$ cat src/rtl/hazard_scoreboard_if.sv
// D-stage hazard bundle between the decoder and hazard_scoreboard.
// Master drives the decoded D fields, slave returns stall/forward.
interface hazard_scoreboard_if #(
  parameter int AW = 5,
  parameter int TW = 2,
  parameter int SW = 2
);
  logic          en;
  logic [AW-1:0] a1_d;
  logic [AW-1:0] a2_d;
  logic [AW-1:0] a3_d;
  logic          we_d;
  logic [TW-1:0] tnew_d;
  logic          use_rs_d;
  logic          use_rt_d;
  logic [TW-1:0] tuse_rs_d;
  logic [TW-1:0] tuse_rt_d;
  logic          flush_e;
  logic          stall;
  logic [SW-1:0] fwd_rs_sel;
  logic [SW-1:0] fwd_rt_sel;
  logic [31:0]   stall_cnt;

  modport master (
    output en, a1_d, a2_d, a3_d, we_d, tnew_d,
    output use_rs_d, use_rt_d, tuse_rs_d, tuse_rt_d,
    output flush_e,
    input  stall, fwd_rs_sel, fwd_rt_sel, stall_cnt
  );

  modport slave (
    input  en, a1_d, a2_d, a3_d, we_d, tnew_d,
    input  use_rs_d, use_rt_d, tuse_rs_d, tuse_rt_d,
    input  flush_e,
    output stall, fwd_rs_sel, fwd_rt_sel, stall_cnt
  );
endinterface

$ cat src/rtl/hazard_scoreboard.sv
// Shift-register scoreboard of in-flight writers (E..W) producing
// the D-stage stall request, rs/rt forward selects and a stall counter.
module hazard_scoreboard #(
  parameter int DEPTH = 3,
  parameter int TW    = 2,
  parameter int AW    = 5,
  parameter int SW    = 2
) (
  input  logic          clk,
  input  logic          reset,
  hazard_scoreboard_if.slave bus
);

  logic          r_v    [DEPTH];
  logic [AW-1:0] r_a3   [DEPTH];
  logic [TW-1:0] r_tnew [DEPTH];
  logic [31:0]   r_cnt;

  logic          w_rs_hit;
  logic [SW-1:0] w_rs_sel;
  logic [TW-1:0] w_rs_tn;
  logic          w_rt_hit;
  logic [SW-1:0] w_rt_sel;
  logic [TW-1:0] w_rt_tn;
  logic          w_stall;
  logic          w_kill;

  // Scan oldest to youngest so the youngest match overwrites the rest.
  always_comb begin
    w_rs_hit = 1'b0;
    w_rs_sel = '0;
    w_rs_tn  = '0;
    w_rt_hit = 1'b0;
    w_rt_sel = '0;
    w_rt_tn  = '0;
    for (int i = DEPTH - 1; i >= 0; i--) begin
      if (bus.use_rs_d && r_v[i] && r_a3[i] != '0 &&
          r_a3[i] == bus.a1_d) begin
        w_rs_hit = 1'b1;
        w_rs_sel = SW'(i + 1);
        w_rs_tn  = r_tnew[i];
      end
      if (bus.use_rt_d && r_v[i] && r_a3[i] != '0 &&
          r_a3[i] == bus.a2_d) begin
        w_rt_hit = 1'b1;
        w_rt_sel = SW'(i + 1);
        w_rt_tn  = r_tnew[i];
      end
    end
  end

  assign w_stall = (w_rs_hit && w_rs_tn > bus.tuse_rs_d) ||
                   (w_rt_hit && w_rt_tn > bus.tuse_rt_d);
  assign w_kill  = w_stall || bus.flush_e || !bus.we_d;

  assign bus.stall      = w_stall;
  assign bus.fwd_rs_sel = (w_rs_hit && w_rs_tn == '0) ? w_rs_sel : '0;
  assign bus.fwd_rt_sel = (w_rt_hit && w_rt_tn == '0) ? w_rt_sel : '0;
  assign bus.stall_cnt  = r_cnt;

  always_ff @(posedge clk or negedge reset) begin
    if (!reset) begin
      for (int i = 0; i < DEPTH; i++) begin
        r_v[i]    <= 1'b0;
        r_a3[i]   <= '0;
        r_tnew[i] <= '0;
      end
      r_cnt <= '0;
    end else if (bus.en) begin
      for (int i = DEPTH - 1; i > 0; i--) begin
        r_v[i]    <= r_v[i-1];
        r_a3[i]   <= r_a3[i-1];
        r_tnew[i] <= (r_tnew[i-1] == '0) ? '0 : r_tnew[i-1] - TW'(1);
      end
      r_v[0]    <= !w_kill;
      r_a3[0]   <= w_kill ? '0 : bus.a3_d;
      r_tnew[0] <= w_kill ? '0 : bus.tnew_d;
      if (w_stall && r_cnt != 32'hFFFF_FFFF)
        r_cnt <= r_cnt + 32'd1;
    end
  end

endmodule

$ cat src/flat_wrapper.sv
// flat-port wrapper written by rule: the top's interface ports become plain ports
module hazard_scoreboard_flat 
#(
  parameter int DEPTH = 3,
  parameter int TW    = 2,
  parameter int AW    = 5,
  parameter int SW    = 2
)
  (clk, reset, bus_en, bus_a1_d, bus_a2_d, bus_a3_d, bus_we_d, bus_tnew_d, bus_use_rs_d, bus_use_rt_d, bus_tuse_rs_d, bus_tuse_rt_d, bus_flush_e, bus_stall, bus_fwd_rs_sel, bus_fwd_rt_sel, bus_stall_cnt);
  hazard_scoreboard_if #(.AW(AW), .TW(TW), .SW(SW)) bus_i ();
  input  logic clk;
  input  logic reset;
  input wire logic [$bits(bus_i.en)-1:0] bus_en;
  input wire logic [$bits(bus_i.a1_d)-1:0] bus_a1_d;
  input wire logic [$bits(bus_i.a2_d)-1:0] bus_a2_d;
  input wire logic [$bits(bus_i.a3_d)-1:0] bus_a3_d;
  input wire logic [$bits(bus_i.we_d)-1:0] bus_we_d;
  input wire logic [$bits(bus_i.tnew_d)-1:0] bus_tnew_d;
  input wire logic [$bits(bus_i.use_rs_d)-1:0] bus_use_rs_d;
  input wire logic [$bits(bus_i.use_rt_d)-1:0] bus_use_rt_d;
  input wire logic [$bits(bus_i.tuse_rs_d)-1:0] bus_tuse_rs_d;
  input wire logic [$bits(bus_i.tuse_rt_d)-1:0] bus_tuse_rt_d;
  input wire logic [$bits(bus_i.flush_e)-1:0] bus_flush_e;
  output wire logic [$bits(bus_i.stall)-1:0] bus_stall;
  output wire logic [$bits(bus_i.fwd_rs_sel)-1:0] bus_fwd_rs_sel;
  output wire logic [$bits(bus_i.fwd_rt_sel)-1:0] bus_fwd_rt_sel;
  output wire logic [$bits(bus_i.stall_cnt)-1:0] bus_stall_cnt;
  assign bus_i.en = bus_en;
  assign bus_i.a1_d = bus_a1_d;
  assign bus_i.a2_d = bus_a2_d;
  assign bus_i.a3_d = bus_a3_d;
  assign bus_i.we_d = bus_we_d;
  assign bus_i.tnew_d = bus_tnew_d;
  assign bus_i.use_rs_d = bus_use_rs_d;
  assign bus_i.use_rt_d = bus_use_rt_d;
  assign bus_i.tuse_rs_d = bus_tuse_rs_d;
  assign bus_i.tuse_rt_d = bus_tuse_rt_d;
  assign bus_i.flush_e = bus_flush_e;
  assign bus_stall = bus_i.stall;
  assign bus_fwd_rs_sel = bus_i.fwd_rs_sel;
  assign bus_fwd_rt_sel = bus_i.fwd_rt_sel;
  assign bus_stall_cnt = bus_i.stall_cnt;
  hazard_scoreboard #(.DEPTH(DEPTH), .TW(TW), .AW(AW), .SW(SW)) u_core (.clk(clk), .reset(reset), .bus(bus_i));
endmodule
$ cat config.mk
export PLATFORM = sky130hd
export DESIGN_NAME = hazard_scoreboard_flat
export DESIGN_NICKNAME = d
export VERILOG_FILES = /design/src/rtl/hazard_scoreboard_if.sv /design/src/rtl/hazard_scoreboard.sv /design/src/flat_wrapper.sv
export SDC_FILE = /design/constraint.sdc
export NUM_CORES = 1
export LEC_CHECK = 0
export ABC_CLOCK_PERIOD_IN_PS = 7900
export CAP_MARGIN = 20
export CELL_PAD_IN_SITES_DETAIL_PLACEMENT = 1
export CELL_PAD_IN_SITES_GLOBAL_PLACEMENT = 1
export CORE_MARGIN = 10
export CORE_UTILIZATION = 40
export DETAILED_ROUTE_END_ITERATION = 16
export GPL_ROUTABILITY_DRIVEN = 0
export PLACE_DENSITY_LB_ADDON = 0.1
export SLEW_MARGIN = 10
export SYNTH_ARGS = -nofsm -noshare
export SYNTH_HDL_FRONTEND = slang
export SYNTH_SLANG_ARGS = --single-unit
$ cat constraint.sdc
create_clock -name clk -period 7.9 [get_ports clk]
set_input_delay 1.58 -clock clk [delete_from_list [all_inputs] [get_ports clk]]
set_output_delay 1.58 -clock clk [all_outputs]
set_load 0.005 [all_outputs]
# Word-level counts from Yosys, hierarchy flattened
# Index checks and enable logic that the tools add are counted.
# word_totals
regBits	56
inputBits	28
out_inout_bits	37
word_cells	82
# classes
n_addsub	3
magnitude_cmp	2
n_eq_ne	7
mux	24
reduce_logical	36
# op_table
operator	count
$mux 2	17
$add 32x1->32 const B	1
$ne 32x32->1 const B	1
$eq 5x5->1	6
$logic_and 1x1->1	23
$reduce_bool 5->1	3
$logic_not 2->1	4
$mux 1	6
$mux 5	1
$gt 2x2->1	2
$sub 2x1->2 const B	2
$logic_or 1x1->1	3
$logic_not 1->1	2
$reduce_and 2->1	1

# Logic depth before layout (Yosys ltp)
# Gate-level depths: netlist of run 1.
# logic_depth
depth_word	12
ltp_mapped	16
ltp_nobuf	15

# Worst setup path after synthesis of run 1
# Ideal clock, no wire load.
# synth_timing
path_kind	in2out
start	in bus_a2_d[2]
end	out bus_stall
arrival_time_ps	3369
required_ps	6320
setup_slack_ps	2951
path_stages	10
cell_sequence	xor2_1 > nor4_1 > nand4b_1 > nor2_1 > a22oi_1 > o21ai_0 > ha_1 > nor2b_1 > o21ai_0 > o22ai_2
# synth_between
elab_chain_len	8
word_cells_on_any_way	15
classes_between	order compare (1); eq/ne (3); mux (6); reduce/logical (5)
# synth_rtl
item	line_no	rtl
start, declared	flat_wrapper.sv:15	input wire logic [$bits(bus_i.a2_d)-1:0] bus_a2_d;
$eq 5x5->1	hazard_scoreboard.sv:44	r_a3[i] == bus.a2_d) begin
$logic_and 1x1->1	hazard_scoreboard.sv:43	if (bus.use_rt_d && r_v[i] && r_a3[i] != '0 &&
$mux 2 (3 in a row)	hazard_scoreboard.sv:43	
$gt 2x2->1	hazard_scoreboard.sv:53	(w_rt_hit && w_rt_tn > bus.tuse_rt_d);
$logic_and 1x1->1 (*)	hazard_scoreboard.sv:53	
$logic_or 1x1->1 (*)	hazard_scoreboard.sv:52	assign w_stall = (w_rs_hit && w_rs_tn > bus.tuse_rs_d) ||
end, declared	flat_wrapper.sv:24	output wire logic [$bits(bus_i.stall)-1:0] bus_stall;
# Mark *: on every way between the ends. The rest lies on a longest branch, timed or not.

# Final worst setup path of run 1
# layout_timing
start	in bus_a2_d[4]
end	out bus_stall
# The elaborated chain is that of the path after synthesis.

==> results.md, run 1 <==
* Status: complete, no violations
* Family with the most delay on the worst path: buffers and inverters
* Layout cell share with drive strength beyond 1 at 0.1057
* Reg-to-reg slack, setup at 4170 ps
* Number of flops mapped to enable cells by yosys at 0
* Sw Pwr at 0.1429 mW
* Routed Antenna Nets at 0
* Asr flop ratio synth at 1.000
* Worst Path Required at 6320 ps
* Core area at 7727 um2
* I/O pin count at 65
* All-layer global routing usage at 0.1565
* Worst Min Path Start: u_core.bus.stall_cnt[25]
* Final nets at 401
* Max VDD drop at 0.06561 mV
* Ys flop type: dfrtp_1
* Final count of hold timing violations at 0
* Final Skew at 9.787 ps
* Leakage at 1.686 nW
* Synthesized area at 3168 um2
* Row count at 32
* DR vias at 2517
* Clock share of power at 0.310
* Critical Path AT at 4710 ps
* Critical Path End Type: output port
* Initial antenna violation count at 0
* DP HPWL at 6.372 mm
* Hold EP: u_core.bus.stall_cnt[25]
* Worst Path Buf+Inv at 2
* MaxCap Viol Count at 0
* Total grt overflow at 0
* Die Y at 109.0 um
* Pint at 0.4043 mW
* Register area share after synthesis at 0.4423
* TNS Setup at 0 ps
* Max-slew violation count at 0
* Hold WC Path Type: flop to flop
* Synth unique cells at 41
* Die Wd at 109.0 um
* Drt pass-1 iters at 3
* Setup Crit Path Kind: input pin to output port
* Worst Tran Pin Value at 857.6 ps
* Post-layout util at 0.5146
* Comb pwr share at 0.123
* Post-route DRC violation count at 0
* Mapped Avg Cell Area at 10.42 um2
* Starting DRT DRC Count at 37
* Vias per Instance at 5.344
* Average wire per standard cell at 18.30 um
* Unrepaired setup endpoints after global routing: false
* Post-Syn Nets at 337
* Hold Path Depth at 1
* Syn-to-layout area delta at 25.51%
* Setup WS pre-CTS at 1592 ps
* Cells on worst reg2reg path at 13
* Yosys reg bits at 56
* CTS tree: done
* CTS root buffer: clkbuf_8
* Critical-path top delay cell: clkdlybuf4s50_1
* H-tree Lvls at 2
* CTS max path bufs at 2
* FF-to-FF End: u_core.bus.stall_cnt[1]
* Worst Setup Slack, final at 1611 ps
* Switching part of the total at 0.2612
* Rel. slew slack at 0.4265
* Number of global-route vias before repair at 2760
* Ant diodes at 0
* Final wirelength at 8.619 mm
* Final min period at 6289 ps
* Sink Count at 56
* Delay of the slowest critical-path stage at 500 ps
* Worst-Skew Late Latency at 310 ps
* Worst-path fanout max at 3
* Initial Utilization at 0.4100
* Buffers on Ports at 64
* Cts hold-fix bufs at 0
* Setup crit start kind: input pin
* Synth Instances at 304
* Clk slew on worst S/H paths at 110 ps
* Total power at 0.5472 mW
* Clock buffer count from CTS at 5
* Yosys warns at 0
* Worst R2R Start: u_core.r_a3[6]
* DIE AREA at 11880 um2
* Setup bufs post-CTS at 0
* Fillers at 871
* Pwr/cell area at 137.6 nW/um2
* CTS resizes at 0
* Period utilization at 0.7961
* Crit-path cells: clkdlybuf4s50_1, xor2_1, nor4_1, nand4b_1, nor2_1, a22oi_1, o21ai_0, ha_1, nor2b_1, o21ai_0, o22ai_2, clkdlybuf4s50_1
* Highest clock rate at 159.0 MHz
* Final setup fails at 0
* Reg power frac at 0.566
* First-pass GRT wire length at 14.72 mm
* Largest net degree at the start of global routing at 57
-- through the flow --
step / instance area (um2) / hold WS, ps / instances
after global placement: 3882 / 482.8 / 463
after floorplan: 3168 / 471.3 / 304
after CTS: 3976 / 502.8 / 471
after global routing: 3976 / 535.9 / 471
after detailed placement: 3882 / 487.4 / 463
final: 3976 / 496.0 / 471
-- cell families after synthesis --
| family | Yosys count | share of synthesized area |
|---|---|---|
| simple gates | 120 | 0.2188 |
| compound gates | 27 | 0.06556 |
| fa+ha+maj | 5 | 0.01975 |
| mux | 15 | 0.05292 |
| xor+xnor | 61 | 0.1686 |
| flops | 56 | 0.4423 |
| buf+inv | 20 | 0.03199 |
-- Yosys cell counts (2+ instances only) --
| cell type | count | area, um2 |
|---|---|---|
| dfrtp_1 | 56 | 1401 |
| xor2_1 | 31 | 271.5 |
| xnor2_1 | 30 | 262.8 |
| nand2_1 | 29 | 108.9 |
| nor3_1 | 18 | 90.09 |
| nor2_1 | 14 | 52.55 |
| mux2_2 | 13 | 146.4 |
| nand3_1 | 13 | 65.06 |
| inv_1 | 12 | 45.04 |
| nand4_1 | 12 | 75.07 |
| o21ai_0 | 9 | 45.04 |
| a22o_1 | 7 | 61.31 |
| nor4_1 | 7 | 43.79 |
| ha_1 | 5 | 62.56 |
| nor3_2 | 5 | 50.05 |
| nor4_2 | 5 | 62.56 |
| clkbuf_1 | 4 | 15.01 |
| and4_1 | 3 | 26.28 |
| buf_6 | 3 | 33.78 |
| nor2b_1 | 3 | 18.77 |
| or4_1 | 3 | 22.52 |
| a22oi_1 | 2 | 15.01 |
| o21ai_2 | 2 | 17.52 |
-- layout make-up --
class / instances / area (um2) / share of cell area
Inverter: 12 / 45.04 / 0.01133
Clock inverter: 1 / 7.507 / 0.001888
Timing Repair Buffer: 65 / 643.1 / 0.1617
Clock buffer: 7 / 86.33 / 0.02171
Sequential cell: 56 / 1401 / 0.3524
Tap cell: 102 / 127.6 / 0.03210
Multi-Input combinational cell: 228 / 1665 / 0.4188
-- routing by layer --
metal,part of all wire,GRT usage
met1,0.45,0.1931
met4,0.0088,0.03672
met3,0.053,0.04661
met5,0,0
met2,0.49,0.2626
-- registers in the layout (all words and copies together), names as in the netlist --
name                  count
u_core.bus.stall_cnt     32
u_core.r_a3              15
u_core.r_tnew             6
u_core.r_v                3
-- power groups by stage --
stage,registers [mW],logic (mW),clock network (mW)
final,0.310,0.0675,0.170
after CTS,0.310,0.0690,0.176
after global placement,0.315,0.0671,0
after global routing,0.312,0.0748,0.189
after floorplan,0.311,0.0374,0
after detailed placement,0.316,0.0685,0
-- how the worst max path moves through the flow --
stage	startpoint	endpoint	slack, ps	cells past startpoint
floorplan	bus_a2_d[2]	bus_stall	2950	10
global placement	bus_a2_d[2]	bus_stall	1660	12
detailed placement	bus_a2_d[4]	bus_stall	1590	12
CTS	bus_a2_d[4]	bus_stall	1580	12
global route	bus_a2_d[4]	bus_stall	1310	13
finish	bus_a2_d[4]	bus_stall	1610	12
-- placed cells by master, fill, tap and decap left out, drive strengths merged, types with 12 or more instances in the layout --
cell type	instances
clkdlybuf4s50	63
dfrtp	56
xor2	31
xnor2	30
nand2	29
nor3	24
nor2	14
mux2	14
nand3	13
nand4	12
inv	12
o21ai	12
nor4	12
No activity file was read; power rests on OpenSTA's default activity.
==> inputs of run 2 (changes only) <==
--- a/config.mk
+++ b/config.mk
@@ -5,12 +5,12 @@
 export SDC_FILE = /design/constraint.sdc
 export NUM_CORES = 1
 export LEC_CHECK = 0
-export ABC_CLOCK_PERIOD_IN_PS = 7900
+export ABC_CLOCK_PERIOD_IN_PS = 5700
 export CAP_MARGIN = 20
 export CELL_PAD_IN_SITES_DETAIL_PLACEMENT = 1
 export CELL_PAD_IN_SITES_GLOBAL_PLACEMENT = 1
 export CORE_MARGIN = 10
-export CORE_UTILIZATION = 40
+export CORE_UTILIZATION = 36
 export DETAILED_ROUTE_END_ITERATION = 16
 export GPL_ROUTABILITY_DRIVEN = 0
 export PLACE_DENSITY_LB_ADDON = 0.1
==> constraint.sdc (replaced) <==
create_clock -name clk -period 5.7 [get_ports clk]
set_input_delay 1.14 -clock clk [delete_from_list [all_inputs] [get_ports clk]]
set_output_delay 1.14 -clock clk [all_outputs]
set_load 0.005 [all_outputs]
==> run 2 against run 1 <==
  * Setup slack got worse by 1300 ps
  * Global-route usage down 1.7 points
  * First-iteration DRC count rose by 62%
  * Sequential power grew 39%
==> results.md, run 2 (same netlist as run 1, synthesis figures left out) <==
* Status: complete, no violations
* Final instance count without filler cells at 480 (+1.9%)
* Layout cell share with drive strength beyond 1 at 0.1156 (+0.009900)
* Core area at 8636 um2 (+12%)
* Routed Antenna Nets at 0 (unchanged)
* Drt pass-1 iters at 4 (+1)
* Initial Utilization at 0.3669 (-0.04312)
* Final wirelength at 8.752 mm (+1.5%)
* DP Cell Count at 472 (+1.9%)
* Worst Tran Pin Value at 884.9 ps (+27.30 ps)
* FF-to-FF End: u_core.bus.stall_cnt[1]
* Critical-path top delay cell: clkdlybuf4s50_1
* Largest net degree at the start of global routing at 57 (unchanged)
* M1 WL at 3.924 mm (+1.5%)
* Final min period at 5402 ps
* DR vias at 2507 (-0.40%)
* Family with the most delay on the worst path: buffers and inverters
* Setup WS pre-CTS at 298.4 ps (-1293 ps)
* Unrepaired setup endpoints after global routing: false
* Largest register FFs at 32 (unchanged)
* Setup bufs post-CTS at 0 (unchanged)
* Vias per Instance at 5.223 (-2.3%)
* Critical Path AT at 4260 ps (-450 ps)
* Final nets at 404 (+0.75%)
* Cells on worst reg2reg path at 14 (+1)
* Worst-path fanout max at 3 (unchanged)
* Syn-to-layout area delta at 27.13%
* I/O pin count at 65 (unchanged)
* Clock buffer count from CTS at 5 (unchanged)
* Hold Path Depth at 1 (unchanged)
* Crit-path cells: clkdlybuf4s50_1, xor2_1, nor4_1, nand4b_1, nor2_1, a22oi_1, o21ai_0, ha_1, nor2b_1, o21ai_0, o22ai_2, clkdlybuf4s50_1
* Pwr/cell area at 197.8 nW/um2 (+44%)
* Row count at 34 (+6.3%)
* Hold EP: u_core.bus.stall_cnt[25]
* Final count of hold timing violations at 0 (unchanged)
* Number of global-route vias before repair at 2818 (+2.1%)
* Critical Path End Type: output port
* Total power at 0.7967 mW (+46%)
* Top Metal Used: met4
* Highest-count cells in the layout ignoring fill and taps: clkdlybuf4s50_1 (63), dfrtp_1 (56), xor2_1 (31)
* Setup Crit Path Kind: input pin to output port
* Buffers on Ports at 64 (unchanged)
* First-pass GRT wire length at 14.91 mm (+1.3%)
* Highest clock rate at 185.1 MHz
* TNS Setup at 0 ps (unchanged)
* Commonest non-fill, non-tap cell in the layout: clkdlybuf4s50_1
* Delay of the slowest critical-path stage at 480 ps (-20 ps)
* Worst Min Path Start: u_core.bus.stall_cnt[25]
* Die Wd at 113.8 um (+4.4%)
* Rel. slew slack at 0.4082 (-0.01826)
* Starting DRT DRC Count at 60 (+62%)
* Final setup fails at 0 (unchanged)
* Worst Path Buf+Inv at 2 (unchanged)
* Worst Setup Slack, final at 297.5 ps (-1313 ps)
* Setup crit start kind: input pin
* Fillers at 985 (+13%)
* Ant diodes at 0 (unchanged)
* CTS root buffer: clkbuf_8
* Reg area at 1401 um2 (unchanged)
* Dpl cell area at 3913 um2 (+0.77%)
* Routed length on met3 at 551 um (+21%)
* MaxCap Viol Count at 0 (unchanged)
* Leakage at 1.713 nW (+1.6%)
* CTS tree: done
* Worst Path Required at 4560 ps (-1760 ps)
* H-tree Lvls at 2 (unchanged)
* Period utilization at 0.9478
* Initial antenna violation count at 0 (unchanged)
* Reg-to-reg slack, setup at 1930 ps (-2240 ps)
* Total grt overflow at 0 (unchanged)
* Post-layout util at 0.4664 (-0.04819)
* DIE AREA at 12950 um2 (+9.0%)
* Worst R2R Start: u_core.r_a3[6]
* Post-route DRC violation count at 0 (unchanged)
* Final Skew at 8.871 ps (-0.9156 ps)
* Average wire per standard cell at 18.23 um (-0.36%)
* Hold WC Path Type: flop to flop
* Clk slew on worst S/H paths at 110 ps (about the same)
* CTS max path bufs at 2 (unchanged)
* Max VDD drop at 0.08977 mV (+37%)
* Max-slew violation count at 0 (unchanged)
* Die Y at 113.8 um (+4.4%)
* All-layer global routing usage at 0.1394 (-0.01715)
* Cell area after layout at 4028 um2 (+1.3%)
* DP HPWL at 6.592 mm (+3.4%)
* Worst-Skew Late Latency at 320 ps (about the same)
* Met2 WL at 4.191 mm (-0.66%)
* Multi-input logic area at 1665 um2 (unchanged)
* Sink Count at 56 (unchanged)
* Hold Slack at 494.7 ps (-1.306 ps)
==> run 2: cell count changes in the layout (fill, tap and decap cells not counted) <==
| cell | previous run | this run |
|---|---|---|
| inv_6 | 0 | 1 |
| clkbuf_8 | 6 | 5 |
| bufinv_16 | 0 | 1 |
| o21ai_0 | 9 | 8 |
| buf_4 | 1 | 4 |
| o21ai_1 | 1 | 2 |
| clkbuf_1 | 1 | 0 |
==> run 2: repair_timing <==
action	CTS	global route
hold buffers	0	0
resized for setup	0	1
setup endpoints to repair	0	1
==> run 2: final cells by class <==
type / instances / share of cell area
inverter: 12 / 0.01118
multi-input combinational: 228 / 0.4135
clock buffer: 5 / 0.01709
tap: 108 / 0.03355
sequential: 56 / 0.3479
clock inverter: 3 / 0.01149
timing repair buffer: 68 / 0.1653
==> run 2: how the worst max path moves through the flow <==
stage          slack, ps        end  depth (start not counted)         from
3_5_place_dp         300  bus_stall                         13  bus_a2_d[2]
5_1_grt               30  bus_stall                         12  bus_a2_d[2]
4_1_cts              290  bus_stall                         13  bus_a2_d[2]
6_report             300  bus_stall                         12  bus_a2_d[2]
3_3_place_gp         400  bus_stall                         12  bus_a2_d[2]
2_1_floorplan       1630  bus_stall                         10  bus_a2_d[2]
==> run 2: metal layers <==
layer | up-vias | track usage
met5 | - | 0
met1 | 1245 | 0.1754
met3 | 7 | 0.04252
li1 | 1207 | -
met2 | 48 | 0.2283
met4 | 0 | 0.03342
==> run 2: power by group <==
part	leakage [nW]	internal (mW)	switching, mW	total [mW]
registers	0.755	0.410	0.0203	0.430
logic	0.903	0.0515	0.0425	0.0940
clock network	0.0548	0.133	0.140	0.273
==> inputs of run 3 (changes only) <==
--- a/config.mk
+++ b/config.mk
@@ -5,7 +5,6 @@
 export SDC_FILE = /design/constraint.sdc
 export NUM_CORES = 1
 export LEC_CHECK = 0
-export ABC_CLOCK_PERIOD_IN_PS = 5700
 export CAP_MARGIN = 20
 export CELL_PAD_IN_SITES_DETAIL_PLACEMENT = 1
 export CELL_PAD_IN_SITES_GLOBAL_PLACEMENT = 1
@@ -18,3 +17,4 @@
 export SYNTH_ARGS = -nofsm -noshare
 export SYNTH_HDL_FRONTEND = slang
 export SYNTH_SLANG_ARGS = --single-unit
+export TNS_END_PERCENT = 100
==> results of run 3 <==
The final DEF is identical to that of run 2; final timing and power are the same.
